## config.mk

```make
export PLATFORM = sky130hd
export DESIGN_NAME = instr_mem_param
export DESIGN_NICKNAME = d
export VERILOG_FILES = /design/src/rtl/instr_mem_param.sv
export SDC_FILE = /design/constraint.sdc
export NUM_CORES = 1
export LEC_CHECK = 0
export ABC_AREA = 1
export CAP_MARGIN = 20
export CORE_ASPECT_RATIO = 0.6
export CORE_MARGIN = 3
export CORE_UTILIZATION = 65
export DETAILED_ROUTE_END_ITERATION = 8
export GPL_TIMING_DRIVEN = 0
export PLACE_DENSITY = 0.85
export SLEW_MARGIN = 20
export SYNTH_ARGS = -nofsm -noshare
export SYNTH_HDL_FRONTEND = slang
export SYNTH_SLANG_ARGS = --single-unit
```

## constraint.sdc

```tcl
create_clock -name clk -period 12.9 [get_ports clk]
set_clock_uncertainty 0.15 [all_clocks]
set_input_delay 3.225 -clock clk [delete_from_list [all_inputs] [get_ports clk]]
set_output_delay 3.225 -clock clk [all_outputs]
set_load 0.02 [all_outputs]
```

## src/rtl/instr_mem_param.sv

```systemverilog
// -----------------------------------------------------------------------------
// instr_mem_param
//   Parametrised instruction memory for the CPU fetch path.
//   - Fetch port: synchronous, registered, fixed 1-cycle latency, with a
//     stall input (fetch_hold) that freezes all fetch outputs.
//   - Load port: streaming burst writer driven by a two-state FSM with an
//     auto-incrementing, saturating write pointer starting at load_base.
//   Both ports run fully concurrently. Addresses >= DEPTH are range-checked
//   on both ports (dropped writes set load_err, fetches set addr_err).
//
// Optional build macro:
//   IMEM_BYPASS_EN - when defined, a fetch that hits the address being
//                    written in the same cycle returns load_data
//                    (write-first). Undefined: read-before-write.
//
// Parameters:
//   DATA_W      instruction word width
//   ADDR_W      address width
//   DEPTH       implemented words, 1 <= DEPTH <= 2**ADDR_W
//   RESET_CLEAR 1: array cleared on reset, 0: array untouched by reset
//
// Ports:
//   clk, reset               clock (rising edge), async active-high reset
//   load_start, load_base    open/restart a load session at load_base
//   load_valid, load_data,
//   load_last                word stream; load_last marks the final word
//   load_ready, load_busy    loader accepting / session open
//   load_err, load_count     sticky drop flag / words written this session
//   fetch_req, fetch_addr,
//   fetch_hold               fetch request, address, stall
//   instr_valid, instruction,
//   addr_err                 fetch result of the previous cycle
// -----------------------------------------------------------------------------
module instr_mem_param #(
  parameter int DATA_W      = 12,
  parameter int ADDR_W      = 4,
  parameter int DEPTH       = 16,
  parameter int RESET_CLEAR = 1
) (
  input  logic              clk,
  input  logic              reset,
  input  logic              load_start,
  input  logic [ADDR_W-1:0] load_base,
  input  logic              load_valid,
  input  logic [DATA_W-1:0] load_data,
  input  logic              load_last,
  output logic              load_ready,
  output logic              load_busy,
  output logic              load_err,
  output logic [ADDR_W:0]   load_count,
  input  logic              fetch_req,
  input  logic [ADDR_W-1:0] fetch_addr,
  input  logic              fetch_hold,
  output logic              instr_valid,
  output logic [DATA_W-1:0] instruction,
  output logic              addr_err
);

  typedef enum logic [0:0] {
    ST_IDLE = 1'b0,
    ST_LOAD = 1'b1
  } state_t;

  localparam logic [ADDR_W:0]   DEPTH_L  = (ADDR_W+1)'(DEPTH);
  localparam logic [ADDR_W-1:0] PTR_ONE  = ADDR_W'(1'b1);
  localparam logic [ADDR_W-1:0] PTR_MAX  = '1;
  localparam logic [ADDR_W:0]   CNT_ONE  = (ADDR_W+1)'(1'b1);

  logic [DATA_W-1:0] mem_r [0:DEPTH-1];

  state_t            state_r;
  state_t            state_nxt_s;
  logic [ADDR_W-1:0] ptr_r;
  logic [ADDR_W-1:0] ptr_nxt_s;
  // Set once the pointer has tried to step past PTR_MAX; every later word
  // in the session is dropped even if PTR_MAX itself is a valid address.
  logic              sat_r;
  logic              sat_nxt_s;
  logic [ADDR_W:0]   load_count_r;
  logic [ADDR_W:0]   cnt_nxt_s;
  logic              load_err_r;
  logic              err_nxt_s;
  logic              load_busy_r;
  logic              load_ready_r;
  logic              wr_en_s;
  logic              ptr_in_rng_s;
  logic              fetch_in_rng_s;
  logic [DATA_W-1:0] rd_word_s;

  logic              instr_valid_r;
  logic [DATA_W-1:0] instruction_r;
  logic              addr_err_r;

  assign ptr_in_rng_s   = ({1'b0, ptr_r} < DEPTH_L);
  assign fetch_in_rng_s = ({1'b0, fetch_addr} < DEPTH_L);

  // Loader next-state, pointer, counter and error logic
  always_comb begin
    state_nxt_s = state_r;
    ptr_nxt_s   = ptr_r;
    sat_nxt_s   = sat_r;
    cnt_nxt_s   = load_count_r;
    err_nxt_s   = load_err_r;
    wr_en_s     = 1'b0;
    case (state_r)
      ST_IDLE: begin
        if (load_start) begin
          state_nxt_s = ST_LOAD;
          ptr_nxt_s   = load_base;
          sat_nxt_s   = 1'b0;
          cnt_nxt_s   = '0;
          err_nxt_s   = 1'b0;
        end else begin
          state_nxt_s = ST_IDLE;
        end
      end
      ST_LOAD: begin
        // A restart takes priority; a word offered in the same cycle is ignored.
        if (load_start) begin
          state_nxt_s = ST_LOAD;
          ptr_nxt_s   = load_base;
          sat_nxt_s   = 1'b0;
          cnt_nxt_s   = '0;
          err_nxt_s   = 1'b0;
        end else if (load_valid) begin
          if (!sat_r && ptr_in_rng_s) begin
            wr_en_s   = 1'b1;
            cnt_nxt_s = load_count_r + CNT_ONE;
          end else begin
            err_nxt_s = 1'b1;
          end
          if (ptr_r == PTR_MAX) begin
            sat_nxt_s = 1'b1;
          end else begin
            ptr_nxt_s = ptr_r + PTR_ONE;
          end
          if (load_last) begin
            state_nxt_s = ST_IDLE;
          end else begin
            state_nxt_s = ST_LOAD;
          end
        end else begin
          state_nxt_s = ST_LOAD;
        end
      end
      default: begin
        state_nxt_s = ST_IDLE;
      end
    endcase
  end

  // Loader state register and registered status outputs
  always_ff @(posedge clk or posedge reset) begin
    if (reset) begin
      state_r      <= ST_IDLE;
      ptr_r        <= '0;
      sat_r        <= 1'b0;
      load_count_r <= '0;
      load_err_r   <= 1'b0;
      load_busy_r  <= 1'b0;
      load_ready_r <= 1'b0;
    end else begin
      state_r      <= state_nxt_s;
      ptr_r        <= ptr_nxt_s;
      sat_r        <= sat_nxt_s;
      load_count_r <= cnt_nxt_s;
      load_err_r   <= err_nxt_s;
      load_busy_r  <= (state_nxt_s == ST_LOAD);
      load_ready_r <= (state_nxt_s == ST_LOAD);
    end
  end

  generate
    if (RESET_CLEAR != 0) begin : g_mem_clr
      // Array write port, cleared by reset
      always_ff @(posedge clk or posedge reset) begin
        if (reset) begin
          for (int i = 0; i < DEPTH; i++) begin
            mem_r[i] <= '0;
          end
        end else if (wr_en_s) begin
          mem_r[ptr_r] <= load_data;
        end
      end
    end else begin : g_mem_keep
      // Array write port, contents survive reset
      always_ff @(posedge clk) begin
        if (wr_en_s) begin
          mem_r[ptr_r] <= load_data;
        end
      end
    end
  endgenerate

  // Read data selection (old array word, or the word being written)
  always_comb begin
    rd_word_s = mem_r[fetch_addr];
`ifdef IMEM_BYPASS_EN
    if (wr_en_s && (ptr_r == fetch_addr)) begin
      rd_word_s = load_data;
    end else begin
      rd_word_s = mem_r[fetch_addr];
    end
`endif
  end

  // Fetch port output registers
  always_ff @(posedge clk or posedge reset) begin
    if (reset) begin
      instr_valid_r <= 1'b0;
      instruction_r <= '0;
      addr_err_r    <= 1'b0;
    end else if (fetch_hold) begin
      instr_valid_r <= instr_valid_r;
      instruction_r <= instruction_r;
      addr_err_r    <= addr_err_r;
    end else if (fetch_req) begin
      instr_valid_r <= 1'b1;
      if (fetch_in_rng_s) begin
        instruction_r <= rd_word_s;
        addr_err_r    <= 1'b0;
      end else begin
        instruction_r <= '0;
        addr_err_r    <= 1'b1;
      end
    end else begin
      instr_valid_r <= 1'b0;
      addr_err_r    <= 1'b0;
    end
  end

  assign load_ready  = load_ready_r;
  assign load_busy   = load_busy_r;
  assign load_err    = load_err_r;
  assign load_count  = load_count_r;
  assign instr_valid = instr_valid_r;
  assign instruction = instruction_r;
  assign addr_err    = addr_err_r;

endmodule
```

**Word-level counts from Yosys, hierarchy flattened**

Cells that the tools add are included.

- Bits in registers: 217
- Input bits: 27
- Output and inout port bits: 22
- Logic and storage cells: 80

- Add/sub/neg operators: 2
- Order comparisons: 3
- Equality and inequality tests: 7
- Muxes and demuxes: 35
- Bitwise logic cells: 4
- Reductions and logical operators: 6

Operators by type and width:

| kind | count |
|---|---|
| bitwise mux 192 bit | 1 |
| binary-select mux 12 bit (select 4 bit) | 1 |
| demux 12 bit (select 4 bit) | 1 |
| two-way mux 12 bit | 3 |
| two-way mux 5 bit | 4 |
| two-way mux 1 bit | 16 |
| two-way mux 4 bit | 4 |
| != test 3 bit (second input constant) | 4 |
| AND reduction 3 bit | 4 |
| greater-or-equal comparator 5 bit (second input constant) | 2 |
| NOT 4 -> 5 bit | 2 |
| one-hot mux 5 bit (2 select lines) | 1 |
| one-hot mux 4 bit (2 select lines) | 1 |
| one-hot mux 1 bit (2 select lines) | 3 |
| adder 5 x 1 -> 5 bit (second input constant) | 1 |
| < comparator 5 x 1 -> 1 bit (second input constant) | 1 |
| adder 4 x 1 -> 4 bit (second input constant) | 1 |
| == test 4 bit (second input constant) | 1 |
| != test 3 x 2 -> 1 bit (second input constant) | 1 |
| != test 2 bit (second input constant) | 1 |
| NOT 1 bit | 2 |
| AND reduction 2 bit | 1 |
| logical AND 1 bit | 1 |

**Logic depth before layout (Yosys ltp)**

- Depth after elaboration: 6
- Gate-level depth with buffers: 12
- Mapped depth without buffers: 9

**Worst setup path before layout**

Ideal clock, no wire load.

- Path kind: in2reg
- Start: in fetch_addr[0]
- End: reg instruction_r[0] (netlist: instruction[0])
- Setup time: 0.066 ns
- Data arrival time: 4.270 ns
- Data required time: 12.684 ns
- Slack: 8.414 ns
- Stages on the path: 11
- Buffers on the path: 3
- Cell sequence: buf_2 -> buf_2 -> clkbuf_1 -> nand2_1 -> nand3_1 -> nand3_1 -> nand2_1 -> nand2_1 -> nand2_1 -> nand2_1 -> nand2_1

- Word-level cells in the longest chain between the ends: 4

Ends and longest elaborated chain:

| element | line | RTL |
|---|---|---|
| from (decl) | 52 | `input logic [ADDR_W-1:0] fetch_addr,` |
| NOT 4 -> 5 bit (not written as such) | 197 | `rd_word_s = mem_r[fetch_addr];` |
| binary-select mux 12 bit (select 4 bit) | 197 |  |
| two-way mux 12 bit (not written as such) (2 in a row) | 197 |  |
| to (signal assigned) | 215 | `instruction_r <= instruction_r;` |
| to (signal assigned) | 220 | `instruction_r <= rd_word_s;` |
| to (decl) | 91 | `logic [DATA_W-1:0] instruction_r;` |

Every way passes these cells. The select of a mux whose other input is x is not followed.
A chain may end at the register's enable or synchronous reset.

**Final worst setup path**

- Start: in fetch_addr[1]
- End: reg instruction_r[4] (netlist: instruction[4])

The elaborated chain is that of the path after synthesis.

==> impl_metrics.yaml <==
run_status:
  status: "finished clean"
power:
  p_int_mw: 1.52
  ir_drop_v: 0.000150
  p_per_area_nw_per_um2: 202
  power.share.clock_pct: 25.9
  finalPower_mw: 2.30
  power_switching_uw: 781
  switching_share_pct: 34.0
  comb_power_share_pct: 25.3
  leakage_nw: 5.40
  power_frac_seq_pct: 48.8
sta:
  holdWs_ps: 337
  rsz0062_at_grt: "false"
  hold_viol_final: 0
  setup_tns_ps: 0
  maxSlewHeadroom_pct: 32.0
  worst_pin_slew_ps: 1020
  period_needed_ps: 5330
  fin_crit_sh_pct: 41.3
  setup_viol: 0
  slew_viol_final: 0
  fmax_mhz: 188
floorplan:
  die_w_um: 166
  coreArea_um2: 14700
  die_y_um: 102
  initial_core_util_pct: 67.6
  rows: 34
  ioPinCount: 49
  die_area_um2: 16900
critical_path:
  crit_path_start_kind: "input port"
  critPathMaxStageDelay_ps: 600
  crit_chain: "clkdlybuf4s50_1 > inv_1 > buf_2 > buf_1 > nand3_1 > nand3_1 > nand2_1 > nand2_1 > nand2_1 > nand2_1 > nand2_1"
  critical_path_class: "in -> reg"
  critPathTopFamily: "buffers and inverters"
  crit_path_frequent_cell: "nand2_1"
  crit_buf_inv: 4
  crit_path_end_kind: "flip-flop"
  required_ps: 13140
  worstPathMaxFanout: 10
  cp_slowest_cell: "buf_1"
  arrival_ps: 5570
route:
  drt_iter0_markers: 1787
  drc: 0
  wl_um: 31300
  wire_per_inst_um: 20.7
  num_vias: 9394
  vias_per_cell: 6.22
  dr.pass1.iters: 7
  ant_nets: 0
synth:
  synthCells: 1228
  synth_edf_count: 0
  synth_seq_area_share_pct: 54.6
  avgSynthCellArea_um2: 8.10
  async_flop_share_pct: 100
  synth_seq_cells: 217
  ys_warn_count: 0
  syn_nets: 1260
  ys_types: 28
  synth.cell_area_um2: 9950
  yosys.area.top_type: "dfrtp_1"
  synthTopCellsByArea: "dfrtp_1 55%, nand2_1 19%, o21ai_1 9.8%"
  netlist.area_leader.share_pct: 54.6
  ys.flop_type: "dfrtp_1"
global_route:
  first_global_vias: 8701
  use_met2_pct: 52.5
  grt_use_met1_pct: 52.5
  grt_overflow: 0
  grt_max_degree: 90
  antenna_found_initial: 0
  grt_usage_pct: 37.3
  top_usage_layer: "met1"
  grt_first_pass_wirelength_um: 48500
  use_met3_pct: 17.4
clocking:
  cts-root-buf: "clkbuf_16"
  cts_max_path_buffers: 3
  cts_setup_buffers: 0
  cts_buffers: 20
  cts-hold-fix-buffers: 0
  cts_resized: 0
  clock-sinks: 217
  cts_tree: "done"
  clkTransAtPathRegs_ps: 60
  htree_levels: 1
  insertion_delay_ps: 510
flow_run:
  cap_violations: 0
finish:
  drive_gt1_share_pct: 7.70
  area.growth.synth_to_final_pct: 14.2
  stdcell_area_um2: 11400
  layout_common_cells: "497 x nand2_1, 217 x dfrtp_1, 195 x o21ai_1"
  layout_commonest_cell: "nand2_1"
  post-route-util_pct: 77.2
  fin_nets: 1329
  fillers: 1045
place:
  io_buffer_count: 45
  gp_congestion: 1.05
  hpwl_um: 21900
  postPlaceCellArea_um2: 10700
worst_hold_path:
  hold_class: "reg -> reg"
## Yosys cell counts, types with 2 or more instances
| library cell | number |
|---|---|
| a21oi_1 | 4 |
| a31oi_1 | 3 |
| buf_1 | 8 |
| buf_2 | 44 |
| buf_4 | 2 |
| clkbuf_1 | 33 |
| dfrtp_1 | 217 |
| ha_1 | 5 |
| inv_1 | 24 |
| inv_2 | 10 |
| nand2_1 | 497 |
| nand3_1 | 147 |
| nand3_2 | 3 |
| nand4_1 | 9 |
| nand4_4 | 5 |
| nor2_1 | 7 |
| o21ai_0 | 5 |
| o21ai_1 | 195 |
## worst register-to-register path, delay by kind of cell, from the launching register on
family,cells,cell delay [ps]
simple gates,4,730
buf+inv,3,550
flops,1,480
compound gates,1,70
## stage by stage
step / cells / setup WS [ps]
after floorplan: 1228 / 3590
after global placement: 1471 / 1000
after detailed placement: 1473 / 7290
after CTS: 1509 / 7740
after global routing: 1509 / 7490
final: 1510 / 7570
## worst paths after layout
path | slack, ps | from | cells past startpoint | endpoint
worst max-delay path | 7570 | fetch_addr[1] | 11 | instruction[4]
worst min-delay path | 340 | instruction[7] | 2 | instruction[7]
worst max register to register | 10790 | load_ready | 8 | mem_r[186]
worst min register to register | 340 | instruction[7] | 2 | instruction[7]
max in group asynchronous | 8820 | reset | 3 | load_count[3]
min in group asynchronous | 2980 | reset | 2 | mem_r[31]
## power by group through the flow
stage               registers, mW  logic, mW  clock network (mW)
floorplan                    1.09      0.393                   0
global placement             1.11      0.532                   0
global route                 1.14      0.655               0.620
detailed placement           1.11      0.565                   0
CTS                          1.11      0.570               0.589
finish                       1.12      0.582               0.594
## cell type report
class                   instances  area, um2  share of cell area [%]
inverters                      34        135                    1.19
well taps                     198        248                    2.18
diodes                          1       2.50                  0.0220
multi-input cells             889       3990                    35.1
clock inverters                 4       20.0                   0.176
plain buffers                  88        404                    3.56
flip-flops and latches        217       5430                    47.8
repair buffers                 47        505                    4.45
clock buffers                  32        627                    5.52
## state kept, by name, indices dropped and copies added, names as in the netlist
register,cells
mem_r,192
load_err,1
instr_valid,1
ptr_r,4
instruction,12
load_count,5
load_ready,1
sat_r,1
## per-layer routing
layer	routed length, um	part of all wire [%]
met1	12500	40
met2	12700	41
met3	5060	16
met4	987	3.2
met5	0	0
## cell families after synthesis
logic type,count (synthesis),share of synthesized area [%]
flops,217,54.6
buf+inv,122,5.34
fa+ha+maj,5,0.629
other cells,1,0.0377
simple gates,672,28.7
xor+xnor,2,0.176
compound gates,209,10.6
(Power assumes the default switching activity.)
